==> config.mk <==
export PLATFORM = sky130hd
export DESIGN_NAME = spi_regfile_flat
export DESIGN_NICKNAME = d
export VERILOG_FILES = /design/src/rtl/spi_regfile_pkg.sv /design/src/rtl/spi_regfile_if.sv /design/src/rtl/spi_regfile_sync2.sv /design/src/rtl/spi_regfile.sv /design/src/flat_wrapper.sv
export SDC_FILE = /design/constraint.sdc
export NUM_CORES = 1
export LEC_CHECK = 0
export ABC_AREA = 1
export CAP_MARGIN = 25
export CORE_ASPECT_RATIO = 0.9
export CORE_MARGIN = 2
export CORE_UTILIZATION = 31
export CTS_BUF_LIST = sky130_fd_sc_hd__clkbuf_4 sky130_fd_sc_hd__clkbuf_8
export DETAILED_ROUTE_END_ITERATION = 8
export PLACE_DENSITY = 0.55
export SYNTH_ARGS = -nofsm -noshare
export SYNTH_HDL_FRONTEND = slang
export SYNTH_SLANG_ARGS = --single-unit
export TNS_END_PERCENT = 20
==> constraint.sdc <==
create_clock -name clk -period 2.09 [get_ports clk]
set_clock_uncertainty 0.05 [all_clocks]
set_input_delay 0.418 -clock clk [delete_from_list [all_inputs] [get_ports clk]]
set_output_delay 0.418 -clock clk [all_outputs]
set_load 0.1 [all_outputs]
==> src/rtl/spi_regfile_pkg.sv <==
// -----------------------------------------------------------------------------
// spi_regfile_pkg
// Shared types and constants for the SPI register file slice.
//   state_e      : command FSM states
//   NREGS        : number of writable registers (addresses 0..NREGS-1)
//   ADDR_W       : register address width taken from the command byte
//   STATUS_ADDR  : read-only address that returns status_in
//   CMD_WR_BIT   : command byte bit that selects write (1) or read (0)
// -----------------------------------------------------------------------------
package spi_regfile_pkg;

    typedef enum logic [1:0] {
        STATE_IDLE    = 2'b00,
        STATE_WDATA   = 2'b01,
        STATE_DISCARD = 2'b10
    } state_e;

    localparam int              NREGS       = 7;
    localparam int              ADDR_W      = 3;
    localparam logic [ADDR_W-1:0] STATUS_ADDR = 3'd7;
    localparam int              CMD_WR_BIT  = 7;

    // True when the address maps onto a writable register.
    function automatic logic is_reg_addr(input logic [ADDR_W-1:0] addr);
        return (addr != STATUS_ADDR);
    endfunction

endpackage

==> src/rtl/spi_regfile_if.sv <==
// -----------------------------------------------------------------------------
// spi_regfile_if
// Byte-level SPI slave side of the register file.
//   SSEL      : raw chip select, active low, asynchronous to clk
//   cmd       : received byte, qualified by cmd_valid
//   cmd_valid : one-cycle strobe per received byte
//   response  : byte the SPI slave shifts out in the next transaction
// master = SPI byte engine (or bench), slave = spi_regfile.
// -----------------------------------------------------------------------------
interface spi_regfile_if;
    logic       SSEL;
    logic [7:0] cmd;
    logic       cmd_valid;
    logic [7:0] response;

    modport master (
        output SSEL,
        output cmd,
        output cmd_valid,
        input  response
    );

    modport slave (
        input  SSEL,
        input  cmd,
        input  cmd_valid,
        output response
    );
endinterface

==> src/rtl/spi_regfile_sync2.sv <==
// -----------------------------------------------------------------------------
// sync2
// Two-flop synchronizer for a single asynchronous bit.
//   clk : destination clock
//   rst : synchronous active-high reset, loads RST_VAL into both flops
//   d   : asynchronous input
//   q   : synchronized output
// -----------------------------------------------------------------------------
module sync2 #(
    parameter logic RST_VAL = 1'b1
) (
    input  logic clk,
    input  logic rst,
    input  logic d,
    output logic q
);

    logic meta_r;
    logic sync_r;

    // Two-stage capture of the asynchronous input.
    always_ff @(posedge clk) begin
        if (rst) begin
            meta_r <= RST_VAL;
            sync_r <= RST_VAL;
        end else begin
            meta_r <= d;
            sync_r <= meta_r;
        end
    end

    assign q = sync_r;

endmodule

==> src/rtl/spi_regfile.sv <==
// -----------------------------------------------------------------------------
// spi_regfile
// Seven 8-bit registers plus a read-only status byte, accessed by SPI frames.
// A frame's first byte is a command (bit7 write/read, bits[2:0] address).
// A write takes the second byte as data; extra bytes are discarded. A read
// selects the byte returned in the following frame.
//   clk       : system clock, rising edge
//   rst       : synchronous active-high reset
//   bus       : spi_regfile_if.slave (SSEL, cmd, cmd_valid, response)
//   status_in : read-only status, returned when address 7 is selected
//   regs_out  : registers 0..6, reg n on bits [8n+7:8n]
//   wr_strobe : one-cycle pulse per committed write
//   wr_addr   : address of the last committed write
//   wr_data   : data of the last committed write
// -----------------------------------------------------------------------------
module spi_regfile
    import spi_regfile_pkg::*;
(
    input  logic                 clk,
    input  logic                 rst,
    spi_regfile_if.slave         bus,
    input  logic [7:0]           status_in,
    output logic [NREGS*8-1:0]   regs_out,
    output logic                 wr_strobe,
    output logic [ADDR_W-1:0]    wr_addr,
    output logic [7:0]           wr_data
);

    localparam logic [1:0] ST_IDLE    = STATE_IDLE;
    localparam logic [1:0] ST_WDATA   = STATE_WDATA;
    localparam logic [1:0] ST_DISCARD = STATE_DISCARD;

    logic              ssel_s;
    logic              ssel_d_r;
    logic              frame_active_s;
    logic              frame_end_s;
    logic [1:0]        settle_r;
    logic              settle_done_s;
    logic              armed_r;
    logic              byte_ok_s;
    logic              is_write_s;
    logic [ADDR_W-1:0] cmd_addr_s;
    logic [1:0]        state_r;
    logic [ADDR_W-1:0] addr_r;
    logic [ADDR_W-1:0] rd_ptr_r;
    logic [7:0]        regs_r [NREGS];
    logic [7:0]        rd_data_s;
    logic [7:0]        response_r;
    logic              wr_strobe_r;
    logic [ADDR_W-1:0] wr_addr_r;
    logic [7:0]        wr_data_r;

    sync2 #(
        .RST_VAL (1'b1)
    ) u_ssel_sync (
        .clk (clk),
        .rst (rst),
        .d   (bus.SSEL),
        .q   (ssel_s)
    );

    // Previous synchronized chip select, for frame-end edge detection.
    always_ff @(posedge clk) begin
        if (rst) begin
            ssel_d_r <= 1'b1;
        end else begin
            ssel_d_r <= ssel_s;
        end
    end

    assign frame_active_s = ~ssel_s;
    assign frame_end_s    = ssel_s & ~ssel_d_r;

    // The synchronizer resets to "inactive", so its output is meaningless for
    // two cycles after reset; count them before trusting an idle SSEL.
    always_ff @(posedge clk) begin
        if (rst) begin
            settle_r <= 2'd0;
        end else if (settle_r != 2'd2) begin
            settle_r <= settle_r + 2'd1;
        end else begin
            settle_r <= settle_r;
        end
    end

    assign settle_done_s = (settle_r == 2'd2);

    // After reset, bytes are ignored until the bus is seen idle (either it
    // was idle at reset or the interrupted frame has ended). This keeps the
    // tail of a frame cut by reset from being parsed as a new command.
    always_ff @(posedge clk) begin
        if (rst) begin
            armed_r <= 1'b0;
        end else if (settle_done_s && ssel_s) begin
            armed_r <= 1'b1;
        end else begin
            armed_r <= armed_r;
        end
    end

    // A byte landing on the frame-end cycle still belongs to the frame.
    assign byte_ok_s  = bus.cmd_valid & (frame_active_s | frame_end_s) & armed_r;
    assign is_write_s = bus.cmd[CMD_WR_BIT];
    assign cmd_addr_s = bus.cmd[ADDR_W-1:0];

    // Command FSM, register array and write-report outputs.
    always_ff @(posedge clk) begin
        if (rst) begin
            state_r     <= ST_IDLE;
            addr_r      <= 3'd0;
            rd_ptr_r    <= 3'd0;
            wr_strobe_r <= 1'b0;
            wr_addr_r   <= 3'd0;
            wr_data_r   <= 8'h00;
            for (int i = 0; i < NREGS; i++) begin
                regs_r[i] <= 8'h00;
            end
        end else begin
            wr_strobe_r <= 1'b0;
            case (state_r)
                ST_IDLE: begin
                    if (byte_ok_s) begin
                        if (is_write_s) begin
                            addr_r  <= cmd_addr_s;
                            state_r <= ST_WDATA;
                        end else begin
                            rd_ptr_r <= cmd_addr_s;
                            state_r  <= ST_DISCARD;
                        end
                    end
                end
                ST_WDATA: begin
                    if (byte_ok_s) begin
                        // The status address is read-only: drop the data silently.
                        if (is_reg_addr(addr_r)) begin
                            for (int i = 0; i < NREGS; i++) begin
                                if (addr_r == ADDR_W'(i)) begin
                                    regs_r[i] <= bus.cmd;
                                end
                            end
                            wr_strobe_r <= 1'b1;
                            wr_addr_r   <= addr_r;
                            wr_data_r   <= bus.cmd;
                        end
                        state_r <= ST_DISCARD;
                    end
                end
                ST_DISCARD: begin
                    state_r <= ST_DISCARD;
                end
                default: begin
                    state_r <= ST_IDLE;
                end
            endcase
            // Frame end wins over the transition above; the byte itself has
            // already been acted on in this same cycle.
            if (frame_end_s) begin
                state_r <= ST_IDLE;
            end
        end
    end

    // Read mux: registers by pointer, status at the top address.
    always_comb begin
        rd_data_s = status_in;
        case (rd_ptr_r)
            3'd0:    rd_data_s = regs_r[0];
            3'd1:    rd_data_s = regs_r[1];
            3'd2:    rd_data_s = regs_r[2];
            3'd3:    rd_data_s = regs_r[3];
            3'd4:    rd_data_s = regs_r[4];
            3'd5:    rd_data_s = regs_r[5];
            3'd6:    rd_data_s = regs_r[6];
            default: rd_data_s = status_in;
        endcase
    end

    // Response tracks the selected byte between frames and freezes while a
    // frame is active so the shifter sees a stable value.
    always_ff @(posedge clk) begin
        if (rst) begin
            response_r <= 8'h00;
        end else if (ssel_s) begin
            response_r <= rd_data_s;
        end else begin
            response_r <= response_r;
        end
    end

    for (genvar g = 0; g < NREGS; g++) begin : g_regs_out
        assign regs_out[g*8 +: 8] = regs_r[g];
    end

    assign bus.response = response_r;
    assign wr_strobe    = wr_strobe_r;
    assign wr_addr      = wr_addr_r;
    assign wr_data      = wr_data_r;

endmodule
==> src/flat_wrapper.sv <==
// flat-port wrapper written by rule: the top's interface ports become plain ports
module spi_regfile_flat import spi_regfile_pkg::*;
  (clk, rst, status_in, regs_out, wr_strobe, wr_addr, wr_data, bus_SSEL, bus_cmd, bus_cmd_valid, bus_response);
  spi_regfile_if bus_i ();
  input  logic clk;
  input  logic rst;
  input  logic [7:0] status_in;
  output logic [NREGS*8-1:0] regs_out;
  output logic wr_strobe;
  output logic [ADDR_W-1:0] wr_addr;
  output logic [7:0] wr_data;
  input wire logic [$bits(bus_i.SSEL)-1:0] bus_SSEL;
  input wire logic [$bits(bus_i.cmd)-1:0] bus_cmd;
  input wire logic [$bits(bus_i.cmd_valid)-1:0] bus_cmd_valid;
  output wire logic [$bits(bus_i.response)-1:0] bus_response;
  assign bus_i.SSEL = bus_SSEL;
  assign bus_i.cmd = bus_cmd;
  assign bus_i.cmd_valid = bus_cmd_valid;
  assign bus_response = bus_i.response;
  spi_regfile u_core (.clk(clk), .rst(rst), .bus(bus_i), .status_in(status_in), .regs_out(regs_out), .wr_strobe(wr_strobe), .wr_addr(wr_addr), .wr_data(wr_data));
endmodule
==> results of run 1 <==
-- worst paths after layout --
kind                                             start  cells after the start                                 end  slack (ns)
hold reg to reg   u_core.u_ssel_sync.meta_r$_SDFF_PP1_                      1     u_core.u_ssel_sync.q$_SDFF_PP1_        0.36
setup reg to reg        u_core.state_r[1]$_SDFFE_PP0P_                      8  u_core.regs_r[0][30]$_SDFFCE_PN0P_        0.29
hold / removal    u_core.u_ssel_sync.meta_r$_SDFF_PP1_                      1     u_core.u_ssel_sync.q$_SDFF_PP1_        0.36
setup / recovery        u_core.state_r[1]$_SDFFE_PP0P_                      8  u_core.regs_r[0][30]$_SDFFCE_PN0P_        0.29
-- routing by layer --
layer  global-route usage  part of all wire  vias up
met5                    0                 0        -
met4               0.0509             0.013        0
met1                0.243              0.47     1640
met2                0.270              0.46      120
met3               0.0386             0.061       15
li1                     -                 -     1737
-- report_power, final --
part           switching (W)  total (W)  internal (W)  leakage, nW
Clock               0.000630    0.00132      0.000688        0.102
Combinational       0.000594   0.000777      0.000183         1.44
Sequential         0.0000589    0.00202       0.00196        0.849
-- state kept, by name, summed over array words and instances, names as in the netlist --
signal and cells:
u_core.wr_strobe 1, u_core.wr_data 8, u_core.wr_addr 3, u_core.regs_r 56
u_core.ssel_d_r 1, u_core.u_ssel_sync.meta_r 1, u_core.addr_r 3, u_core.u_ssel_sync.q 1
u_core.armed_r 1, u_core.bus.response 8, u_core.rd_ptr_r 3, u_core.state_r 2
u_core.settle_r 2
-- metrics by stage --
| stage | hold WS (ns) | cells | util | power (W) |
|---|---|---|---|---|
| 2_1_floorplan | 0.339 | 456 | - | 0.00261 |
| 3_3_place_gp | 0.346 | 721 | 0.404 | 0.00283 |
| 3_5_place_dp | 0.343 | 721 | 0.404 | 0.00284 |
| 4_1_cts | 0.366 | 737 | 0.421 | 0.00415 |
| 5_1_grt | 0.391 | 737 | 0.421 | 0.00427 |
| 6_report | 0.364 | 737 | 0.421 | 0.00412 |
-- final cells by class --
cell class / instances / share of cell area
sequential: 90 / 0.442
tap: 164 / 0.0384
inverter: 32 / 0.0225
clock buffer: 10 / 0.0246
clock inverter: 6 / 0.0171
multi-input combinational: 313 / 0.268
timing repair buffer: 122 / 0.187
-- cells in the mapped netlist, types with 3 or more instances --
master / count / area, um^2
sky130_fd_sc_hd__nor2_1: 126 / 473
sky130_fd_sc_hd__nand2_1: 84 / 315
sky130_fd_sc_hd__edfxtp_1: 56 / 1680
sky130_fd_sc_hd__nand4_1: 40 / 250
sky130_fd_sc_hd__dfxtp_1: 34 / 681
sky130_fd_sc_hd__inv_1: 28 / 105
sky130_fd_sc_hd__nand3_1: 17 / 85.1
sky130_fd_sc_hd__o21ai_0: 17 / 85.1
sky130_fd_sc_hd__buf_2: 13 / 65.1
sky130_fd_sc_hd__a21oi_1: 9 / 45.0
sky130_fd_sc_hd__buf_4: 6 / 45.0
sky130_fd_sc_hd__nand2_2: 5 / 31.3
sky130_fd_sc_hd__ha_1: 4 / 50.1
sky130_fd_sc_hd__inv_2: 3 / 11.3
sky130_fd_sc_hd__or2_2: 3 / 18.8
-- worst max-delay path: cells and delay by family (launching register included) --
kind	cells	cell delay, ns
buffers and inverters	3	0.21
adders and majority gates	1	0.20
and+or+nand+nor	4	0.65
DFF	1	0.34
-- cells by family (layout without fill, tap and decap cells) --
kind of cell | Yosys count | count (layout) | share of synthesized area
AO/OA/AOI/OAI | 27 | 27 | 0.0335
adder cells (fa/ha/maj) | 4 | 4 | 0.0124
buffers and inverters | 53 | 170 | 0.0590
flip-flops | 90 | 90 | 0.586
AND/OR/NAND/NOR | 282 | 282 | 0.309
-- cell usage in the layout, fill, tap and decap left out, drive strengths merged --
cell type	synthesis	layout
or2	3	3
bufinv	0	2
inv	31	31
o21ai	18	18
edfxtp	56	56
dfxtp	34	34
nand2	89	89
clkinv	1	2
ha	4	4
a21oi	9	9
clkinvlp	0	3
buf	19	103
clkdlybuf4s50	0	19
nor2	130	130
clkbuf	2	10
nand3	20	20
nand4	40	40
==> results summary, run 1 <==
The sequential element share of the synthesized area came out at 0.586. In this run the static leakage power is 2.39 nW. The placed instances occupy a cell area of 5120 um^2. The final HPWL from detailed placement is 9.06 mm. The number of buffers between clock root and the deepest sink is 2. The total nets after synthesis came out at 480. Summing all multi-input logic gate instances after layout gives 1430 um^2. The H-tree depth came out at 3. Power spread over the standard cell area amounts to 771 nW/um^2. The setup path with the least slack is of type flop to flop.

Input and output buffers added on the ports amount to 95. The max-slew headroom at the worst pin is 0.666. The critical-path maximum fanout came out at 8.

The layout overhead on the synthesized area is 32.5%. The run finished with clean final reports. The synthesized design contains 90 register bits.

The biggest cell delay along the critical path came out at 0.34 ns. The final clock period utilization by the worst path is 0.862. The yosys synthesis warning count came out at 0. The storage element area came out at 2360 um^2. In the final timing run, aggregate negative setup slack is 0 ns. After clock tree synthesis, the repair step resized 0 gates.

The cell count after synthesis is 456. The master of the slowest instance on the critical path is sky130_fd_sc_hd__dfxtp_1. The sum of routed wire length over all layers is 12.1 mm. The floorplan die height is 112 um.

The maximum ir drop on the vdd rail came out at 309 uV. The number of violations of the max-capacitance limit is 0. The global-route wire length before repair is 18.5 mm.

The number of vias after detailed routing is 3512. For the pin with the worst max-slew slack, the measured transition is 0.501 ns. The synthesized area is 4030 um^2. The total iterations of the first detailed-routing run came out at 5. Among all flip-flop cells after synthesis, the most frequent one is sky130_fd_sc_hd__edfxtp_1. The buffer count from post-CTS setup fixing came out at 0. Setup violations remaining at the end of the flow were counted as 0.

Setup repair after global routing left no endpoint under its margin. The share of cells above drive strength 1 came out at 0.239. The layout has 1285 filler cells. The signal on the critical path passes through inv_1 -> ha_1 -> inv_1 -> nor2_1 -> inv_2 -> nor2_4 -> nand3_4 -> nand2_1.

The smallest clock period supported by the final layout is computed as 1.80 ns. In this run the worst hold path is classified as flop to flop. The remaining global-route overflow is 0. The tree is rooted in a sky130_fd_sc_hd__clkbuf_8. The iteration-0 DRC count of the detailed router came out at 233. Setup slack on the critical path of the routed design comes to 0.289 ns. The die covers 13900 um^2. The die width is 124 um. The I/O pin count is 96.

The number of enable flip-flop cells after synthesis came out at 56. The signal arrival time at the worst endpoint is 1.79 ns. The count of pins over their slew limit is 0. The number of antenna diodes is 0.

The insertion delay of the later-clocked pin in the worst-skew pair is 0.37 ns. Dividing the detail-routed via count by the number of cells gives 4.77. The maximum clock rate came out at 0.555 GHz. The most repeated library cell on the critical path is sky130_fd_sc_hd__inv_1. The net count reported at finish is 592. The type of origin of the critical path is a flop. The number of antenna violations at the first check in global routing came out at 0.

The count of endpoints failing hold in the final timing report is 0. The required time at the worst-slack endpoint is 2.08 ns. After routing the design area is 5340 um^2. The share of synthesized flip-flops with an asynchronous set or reset is 0. Entering global routing, the biggest net connects 26 pins. Clock-pin slew was measured on the worst setup and hold paths at 0.09 ns. The weighted congestion reported at the end of routability-driven placement came out at 0.837. The wire length per cell came out at 16.5 um. The CTS buffer count is 9.

The initialized floorplan defines 39 standard-cell rows. The number of distinct library cells after synthesis is 22. Once detail routing completed, the nets flagged for antenna violations numbered 0.

The global-route usage over all layers is 0.173. STA classifies the critical path endpoint as a flop. The average cell area after synthesis is 8.84 um^2.

The post-place setup slack came out at -0.0522 ns. The number of global-route vias before repair was 3385. The initial core utilization came out at 0.318. The clock net in this run drives a total of 90 sinks. The post-cts hold buffer count came out at 0. TritonCTS built the clock tree. After floorplanning, the core was sized to cover 12700 um^2. For this run, design rule violations remaining after detail routing come to 0.
Note: power is estimated with default switching activity, not from simulation.
==> run 2, diff against run 1 <==
--- a/config.mk
+++ b/config.mk
@@ -7,7 +7,6 @@
 export LEC_CHECK = 0
 export ABC_AREA = 1
 export CAP_MARGIN = 25
-export CORE_ASPECT_RATIO = 0.9
 export CORE_MARGIN = 2
 export CORE_UTILIZATION = 31
 export CTS_BUF_LIST = sky130_fd_sc_hd__clkbuf_4 sky130_fd_sc_hd__clkbuf_8
==> run 2 against run 1 <==
Effect of this change: global-route usage up 0.20 points; count of clock-buffer cells in the layout unchanged; register-to-register slack better by 0.04 ns; design area down 0.14%; die area about the same; clock power about the same; via count up 1.4%; sequential power about the same; largest cell class unchanged; largest power group unchanged.
==> results summary, run 2 (synthesis results as in run 1) <==
The maximum clock rate came to 0.567 GHz (was 0.555 GHz). The number of antenna violations at the first check in global routing came out at 0 (unchanged). The final critical delay including setup and external delays is 1.76 ns (was 1.80 ns). The initial core utilization is 0.318 (about the same). The number of violations of the max-capacitance limit came to 0 (unchanged). The count of pins over their slew limit is 0 (unchanged). The combinational group share of total power came out at 0.189 (about the same). The most common library cell in the layout ignoring fill and taps is sky130_fd_sc_hd__nor2_1 (unchanged).

The class of the worst hold path is flop to flop (unchanged). The total internal power came out at 0.00283 W (was 0.00284 W). The final clock period utilization by the worst path is 0.844 (was 0.862). The combined buffer and inverter count along the critical path came out at 2 (was 3).

The count of instances resized after the clock tree is built is 0 (unchanged). The global-route wire length before repair came out at 18.5 mm (about the same). The net count reported at finish came to 591 (was 592). The wire length per cell came out at 16.4 um (was 16.5 um). The H-tree depth came out at 3 (unchanged). The iteration-0 DRC count of the detailed router is 147 (was 233).

The number of buffers added on ports is 95 (unchanged). The instance count after placement with tap cells included is 728 (was 721). The type of the worst setup path is flop to flop (unchanged).

The required time at the worst-slack endpoint came out at 2.09 ns (was 2.08 ns). The floorplan row count is 41 (was 39). The insertion delay of the later-clocked pin in the worst-skew pair came out at 0.37 ns (about the same). The origin of the critical flop-to-flop path is u_core.state_r[0]$_SDFFE_PP0P_ (was u_core.state_r[1]$_SDFFE_PP0P_).

Outcome: complete, no violations (unchanged). The floorplan die height came out at 118 um (was 112 um). Highest-count cells in the layout ignoring fill and taps: sky130_fd_sc_hd__nor2_1 (126), sky130_fd_sc_hd__buf_4 (99), sky130_fd_sc_hd__nand2_1 (84) (was sky130_fd_sc_hd__nor2_1 (126), sky130_fd_sc_hd__buf_4 (100), sky130_fd_sc_hd__nand2_1 (84)). The largest net degree at the start of global routing is 26 (unchanged).

The standard cell core area came out at 12700 um^2 (about the same). The remaining global-route overflow is 0 (unchanged). The number of buffers between clock root and the deepest sink came to 2 (unchanged). The number of sinks driven by the clock tree was 90 (unchanged). The beginning of the worst hold path is u_core.u_ssel_sync.meta_r$_SDFF_PP1_ (unchanged). The clock tree root buffer cell is sky130_fd_sc_hd__clkbuf_8 (unchanged).

The number of flip-flops under the largest register name is 56 (unchanged). The number of antenna diodes came out at 0 (unchanged). The biggest cell delay along the critical path was 0.39 ns (was 0.34 ns). The transition time at the pin with the least slew margin is 0.569 ns (was 0.501 ns). The CTS buffer count is 9 (unchanged). The relative contribution of sequential cells to total power is 0.494 (was 0.491). The weighted congestion reported at the end of routability-driven placement is 0.869 (was 0.837). The critical-path maximum fanout came to 8 (unchanged).

The global-route usage over all layers came out at 0.175 (was 0.173). The number of global-route vias before repair is 3445 (was 3385). The count of endpoints failing hold in the final timing report is 0 (unchanged). The buffer count from post-CTS setup fixing came out at 0 (unchanged). The post-cts hold buffer count came to 0 (unchanged). Cell Chain, Critical Path: ha_1 -> inv_1 -> nor2_1 -> inv_2 -> nor2_4 -> nand2_2 -> nand2_1 (was inv_1 -> ha_1 -> inv_1 -> nor2_1 -> inv_2 -> nor2_4 -> nand3_4 -> nand2_1). The clock tree from TritonCTS was done (unchanged). The cell leakage power is 2.39 nW (about the same). The share of cells above drive strength 1 came out at 0.236 (was 0.239). The clock network power share is 0.317 (was 0.320). The switching power of the nets was 0.00126 W (was 0.00128 W).

The final HPWL from detailed placement came out at 9.10 mm (was 9.06 mm). The post-route DRC violation count came to 0 (unchanged). The post-detailed-route via-to-cell ratio is 4.78 (was 4.77). The launch point of the critical path was u_core.state_r[0]$_SDFFE_PP0P_ (was u_core.state_r[1]$_SDFFE_PP0P_). The total iterations of the first detailed-routing run is 5 (unchanged).

The total power draw is 0.00409 W (was 0.00412 W). The count of non-filler cells in the finished layout came out at 744 (was 737). The switching power share of the total is 0.309 (was 0.311). The sum of routed wire length over all layers came to 12.2 mm (was 12.1 mm).

The worst hold slack came out at 0.369 ns (was 0.364 ns). The setup-violating endpoint count in the final report was 0 (unchanged). The number of vias after detailed routing came to 3560 (was 3512). The power density of the placed cells is 767 nW/um^2 (was 771 nW/um^2). The I/O pin count came to 96 (unchanged). The max-slew headroom at the worst pin is 0.620 (was 0.666).

The number of routed nets with antenna violations was 0 (unchanged). The maximum ir drop on the vdd rail is 320 uV (was 309 uV). The kind of end point of the critical path is a flop (unchanged). The signal arrival time at the worst endpoint was 1.76 ns (was 1.79 ns). The clock-pin transition on the worst setup and hold timing paths came out at 0.09 ns (about the same).

The layout overhead on the synthesized area came out at 32.3% (was 32.5%). The type of origin of the critical path is a flop (unchanged). The die width came out at 118 um (was 124 um). Setup repair after global routing missed its margin: false (unchanged).

The gate family responsible for the most delay along the worst path is simple AND/OR/NAND/NOR gates (unchanged). The die footprint was 13900 um^2 (about the same). The master of the slowest instance on the critical path was sky130_fd_sc_hd__dfxtp_1 (unchanged). The register containing the most flip-flops in the final layout is u_core.regs_r (unchanged).
-- run 2: routing by layer --
metal | wire, um | global-route usage | vias up
met2 | 5840 | 0.286 | 119
met3 | 649 | 0.0296 | 9
met1 | 5590 | 0.237 | 1698
met4 | 138 | 0.0572 | 0
met5 | 0 | 0 | -
li1 | - | - | 1734
-- run 2: power groups by stage --
stage               Clock, W  Sequential, W  Combinational (W)
CTS                  0.00131        0.00202           0.000777
finish               0.00130        0.00202           0.000772
global route         0.00137        0.00203           0.000818
floorplan                  0        0.00243           0.000177
detailed placement         0        0.00206           0.000776
global placement           0        0.00206           0.000765
-- run 2: path summary, 6_finish.rpt --
| check | to | slack (ns) | cells past startpoint |
|---|---|---|---|
| worst max-delay path | u_core.regs_r[0][1]$_SDFFCE_PN0P_ | 0.33 | 7 |
| worst min-delay path | u_core.u_ssel_sync.q$_SDFF_PP1_ | 0.37 | 1 |
| worst min register to register | u_core.u_ssel_sync.q$_SDFF_PP1_ | 0.37 | 1 |
| worst max register to register | u_core.regs_r[0][1]$_SDFFCE_PN0P_ | 0.33 | 7 |
-- run 2: layout make-up --
cell class,count,area (um^2)
sequential,90,2360
clock buffer,10,131
clock inverter,6,81.3
fill,1279,7340
tap,172,215
multi-input combinational,313,1430
inverter,32,120
timing repair buffer,121,993
-- run 2: per-stage QoR --
step	utilization	worst slack (ns)	area, um^2	setup TNS, ns
floorplan	-	0.471	4030	0
CTS	0.421	0.318	5340	0
finish	0.421	0.325	5340	0
global route	0.421	0.171	5340	0
detailed placement	0.404	-0.0338	5120	-0.783
global placement	0.404	-0.0288	5120	-0.609
==> run 3, diff against run 2 <==
==> constraint.sdc (replaced) <==
create_clock -name clk -period 1.67 [get_ports clk]
set_clock_uncertainty 0.05 [all_clocks]
set_input_delay 0.334 -clock clk [delete_from_list [all_inputs] [get_ports clk]]
set_output_delay 0.334 -clock clk [all_outputs]
set_load 0.1 [all_outputs]
==> run 3 against run 2 <==
Effect of this change: count of clock-buffer cells in the layout did not move; maximum frequency rose by 11%; worst setup slack got worse by 0.24 ns; critical path depth rose by 2; sequential cell count did not move; largest power group unchanged; critical path type unchanged; clock power rose by 16%; non-clock buffer count rose by 22; global-route usage rose by 0.39 points; via count rose by 2.4%; die area did not move; worst hold slack improved by 0.0052 ns.
==> results summary, run 3 (synthesis results as in run 1) <==
The worst setup margin is 0.0813 ns (was 0.325 ns). The sum of routed wire length over all layers is 12.4 mm (was 12.2 mm). Outcome: complete, no violations (unchanged). The die width came out at 118 um (unchanged).

The instance area at placement is 6330 um^2 (was 5120 um^2). The final instance area came out at 6570 um^2 (was 5340 um^2). The total iterations of the first detailed-routing run is 5 (unchanged).

The maximum ir drop on the vdd rail came to 508 uV (was 320 uV). The end-of-flow core utilization is 0.519 (was 0.421). Setup repair after global routing missed its margin: false (unchanged). The clock tree root buffer cell is sky130_fd_sc_hd__clkbuf_8 (unchanged). The combined buffer and inverter count along the critical path is 4 (was 2).

The standard cell core area came out at 12700 um^2 (unchanged). The number of buffers added on ports came out at 95 (unchanged). Highest-count cells in the layout ignoring fill and taps: sky130_fd_sc_hd__nor2_1 (125), sky130_fd_sc_hd__buf_12 (86), sky130_fd_sc_hd__nand2_1 (79) (was sky130_fd_sc_hd__nor2_1 (126), sky130_fd_sc_hd__buf_4 (99), sky130_fd_sc_hd__nand2_1 (84)). The iteration-0 DRC count of the detailed router came out at 316 (was 147).

The number of buffers between clock root and the deepest sink came to 2 (unchanged). The type of the worst setup path was flop to flop (unchanged). The number of global-route vias before repair is 3557 (was 3445). The share of cells above drive strength 1 is 0.283 (was 0.236). The count of endpoints failing hold in the final timing report is 0 (unchanged). The post-route DRC violation count is 0 (unchanged).

The critical-path maximum fanout came out at 8 (unchanged). The register containing the most flip-flops in the final layout is u_core.regs_r (unchanged). The weighted congestion reported at the end of routability-driven placement came out at 0.891 (was 0.869). The cell leakage power came out at 2.81 nW (was 2.39 nW). The number of routed nets with antenna violations came out at 0 (unchanged).

The I/O pin count came out at 96 (unchanged). The H-tree depth is 3 (unchanged). The initial core utilization was 0.318 (unchanged). The required time at the worst-slack endpoint was 1.71 ns (was 2.09 ns).

Cell Chain, Critical Path: inv_2 -> ha_4 -> inv_1 -> nor2_2 -> inv_2 -> nor2_4 -> nand2_2 -> nand2_2 -> buf_12 (was ha_1 -> inv_1 -> nor2_1 -> inv_2 -> nor2_4 -> nand2_2 -> nand2_1). The final HPWL from detailed placement came out at 9.56 mm (was 9.10 mm). The remaining global-route overflow came to 0 (unchanged). The largest net degree at the start of global routing is 26 (unchanged). The insertion delay of the later-clocked pin in the worst-skew pair came to 0.36 ns (was 0.37 ns). The max-slew headroom at the worst pin came out at 0.690 (was 0.620). The number of vias after detailed routing is 3647 (was 3560).

The number of sinks driven by the clock tree came out at 90 (unchanged). The most common library cell in the layout ignoring fill and taps was sky130_fd_sc_hd__nor2_1 (unchanged). The signal arrival time at the worst endpoint came out at 1.63 ns (was 1.76 ns). The type of origin of the critical path is a flop (unchanged). The number of antenna diodes is 0 (unchanged). The post-cts hold buffer count came out at 0 (unchanged). The floorplan die height is 118 um (unchanged). The floorplan row count was 41 (unchanged). The count of pins over their slew limit was 0 (unchanged). The net count reported at finish came out at 613 (was 591). The number of fill cells in the layout came out at 1134 (was 1279). The final critical delay including setup and external delays is 1.59 ns (was 1.76 ns). The CTS buffer count came out at 9 (unchanged).

The post-detailed-route via-to-cell ratio is 4.76 (was 4.78). The area of the multi-input gates came out at 1480 um^2 (was 1430 um^2). The number of antenna violations at the first check in global routing is 0 (unchanged). The number of violations of the max-capacitance limit is 0 (unchanged).

The biggest cell delay along the critical path was 0.33 ns (was 0.39 ns). The maximum clock rate is 0.629 GHz (was 0.567 GHz). The class of the worst hold path is flop to flop (unchanged). The power density of the placed cells came to 804 nW/um^2 (was 767 nW/um^2).

The transition time at the pin with the least slew margin came out at 0.465 ns (was 0.569 ns). The post-place setup slack came out at -0.362 ns (was -0.0338 ns). The gate family responsible for the most delay along the worst path was simple AND/OR/NAND/NOR gates (unchanged).

The setup-violating endpoint count in the final report is 0 (unchanged). The wire length per cell was 16.1 um (was 16.4 um). The master of the slowest instance on the critical path is sky130_fd_sc_hd__dfxtp_2 (was sky130_fd_sc_hd__dfxtp_1). The final clock period utilization by the worst path is 0.951 (was 0.844). The kind of end point of the critical path is a flop (unchanged). The clock-pin transition on the worst setup and hold timing paths is 0.10 ns (was 0.09 ns). The number of flip-flops under the largest register name was 56 (unchanged). The layout overhead on the synthesized area is 63.0% (was 32.3%). The die footprint came out at 13900 um^2 (unchanged). The global-route usage over all layers is 0.179 (was 0.175). The storage element area came out at 2360 um^2 (about the same). The clock tree from TritonCTS was done (unchanged). The global-route wire length before repair came out at 19.1 mm (was 18.5 mm).
run 3: cell types whose count changed in the layout (fill, tap and decap cells not counted), moves of 2 or more:
cell	delta
sky130_fd_sc_hd__buf_12	+83
sky130_fd_sc_hd__buf_4	-61
sky130_fd_sc_hd__dfxtp_1	-2
sky130_fd_sc_hd__dfxtp_2	+2
sky130_fd_sc_hd__nand2_1	-5
sky130_fd_sc_hd__nand2_2	+2
sky130_fd_sc_hd__nand2_4	+3
run 3: final timing paths:
path	from	slack (ns)	cells after the start	endpoint
setup reg to reg	u_core.state_r[1]$_SDFFE_PP0P_	0.08	9	u_core.regs_r[0][11]$_SDFFCE_PN0P_
hold reg to reg	u_core.u_ssel_sync.meta_r$_SDFF_PP1_	0.37	1	u_core.u_ssel_sync.q$_SDFF_PP1_
hold / removal	u_core.u_ssel_sync.meta_r$_SDFF_PP1_	0.37	1	u_core.u_ssel_sync.q$_SDFF_PP1_
setup / recovery	u_core.state_r[1]$_SDFFE_PP0P_	0.08	9	u_core.regs_r[0][11]$_SDFFCE_PN0P_
run 3: layout make-up:
class | instances | share of cell area
clock buffers | 10 | 0.0200
clock inverters | 6 | 0.00990
inverters | 32 | 0.0183
multi-input cells | 313 | 0.225
flip-flops and latches | 90 | 0.360
well taps | 172 | 0.0327
repair buffers | 143 | 0.334
run 3: timing repair:
action                                  4_1_cts  5_1_grt
pin swaps                                     0        2
endpoints found under the setup margin       40       65
buffers inserted                              0        0
gates resized for setup                       5       10
run 3: power by group:
group / leakage [nW] / switching (W) / total (W) / internal (W)
Sequential: 0.850 / 0.000108 / 0.00257 / 0.00246
Clock: 0.0966 / 0.000793 / 0.00151 / 0.000712
Combinational: 1.86 / 0.000759 / 0.00121 / 0.000448
run 3: metrics by stage:
| step | cells | power [W] | TNS, ns | hold WS, ns |
|---|---|---|---|---|
| after global placement | 750 | 0.00380 | -28.35 | 0.354 |
| after CTS | 766 | 0.00528 | 0 | 0.379 |
| final | 766 | 0.00528 | 0 | 0.374 |
| after floorplan | 456 | 0.00326 | 0 | 0.339 |
| after detailed placement | 750 | 0.00381 | -27.70 | 0.353 |
| after global routing | 766 | 0.00542 | 0 | 0.386 |
run 3: per-layer routing:
layer	vias to the layer above	share of wire	GRT usage
met2	159	0.48	0.287
met5	-	0	0
met4	0	0.015	0.0557
met1	1695	0.43	0.245
li1	1777	-	-
met3	16	0.076	0.0329
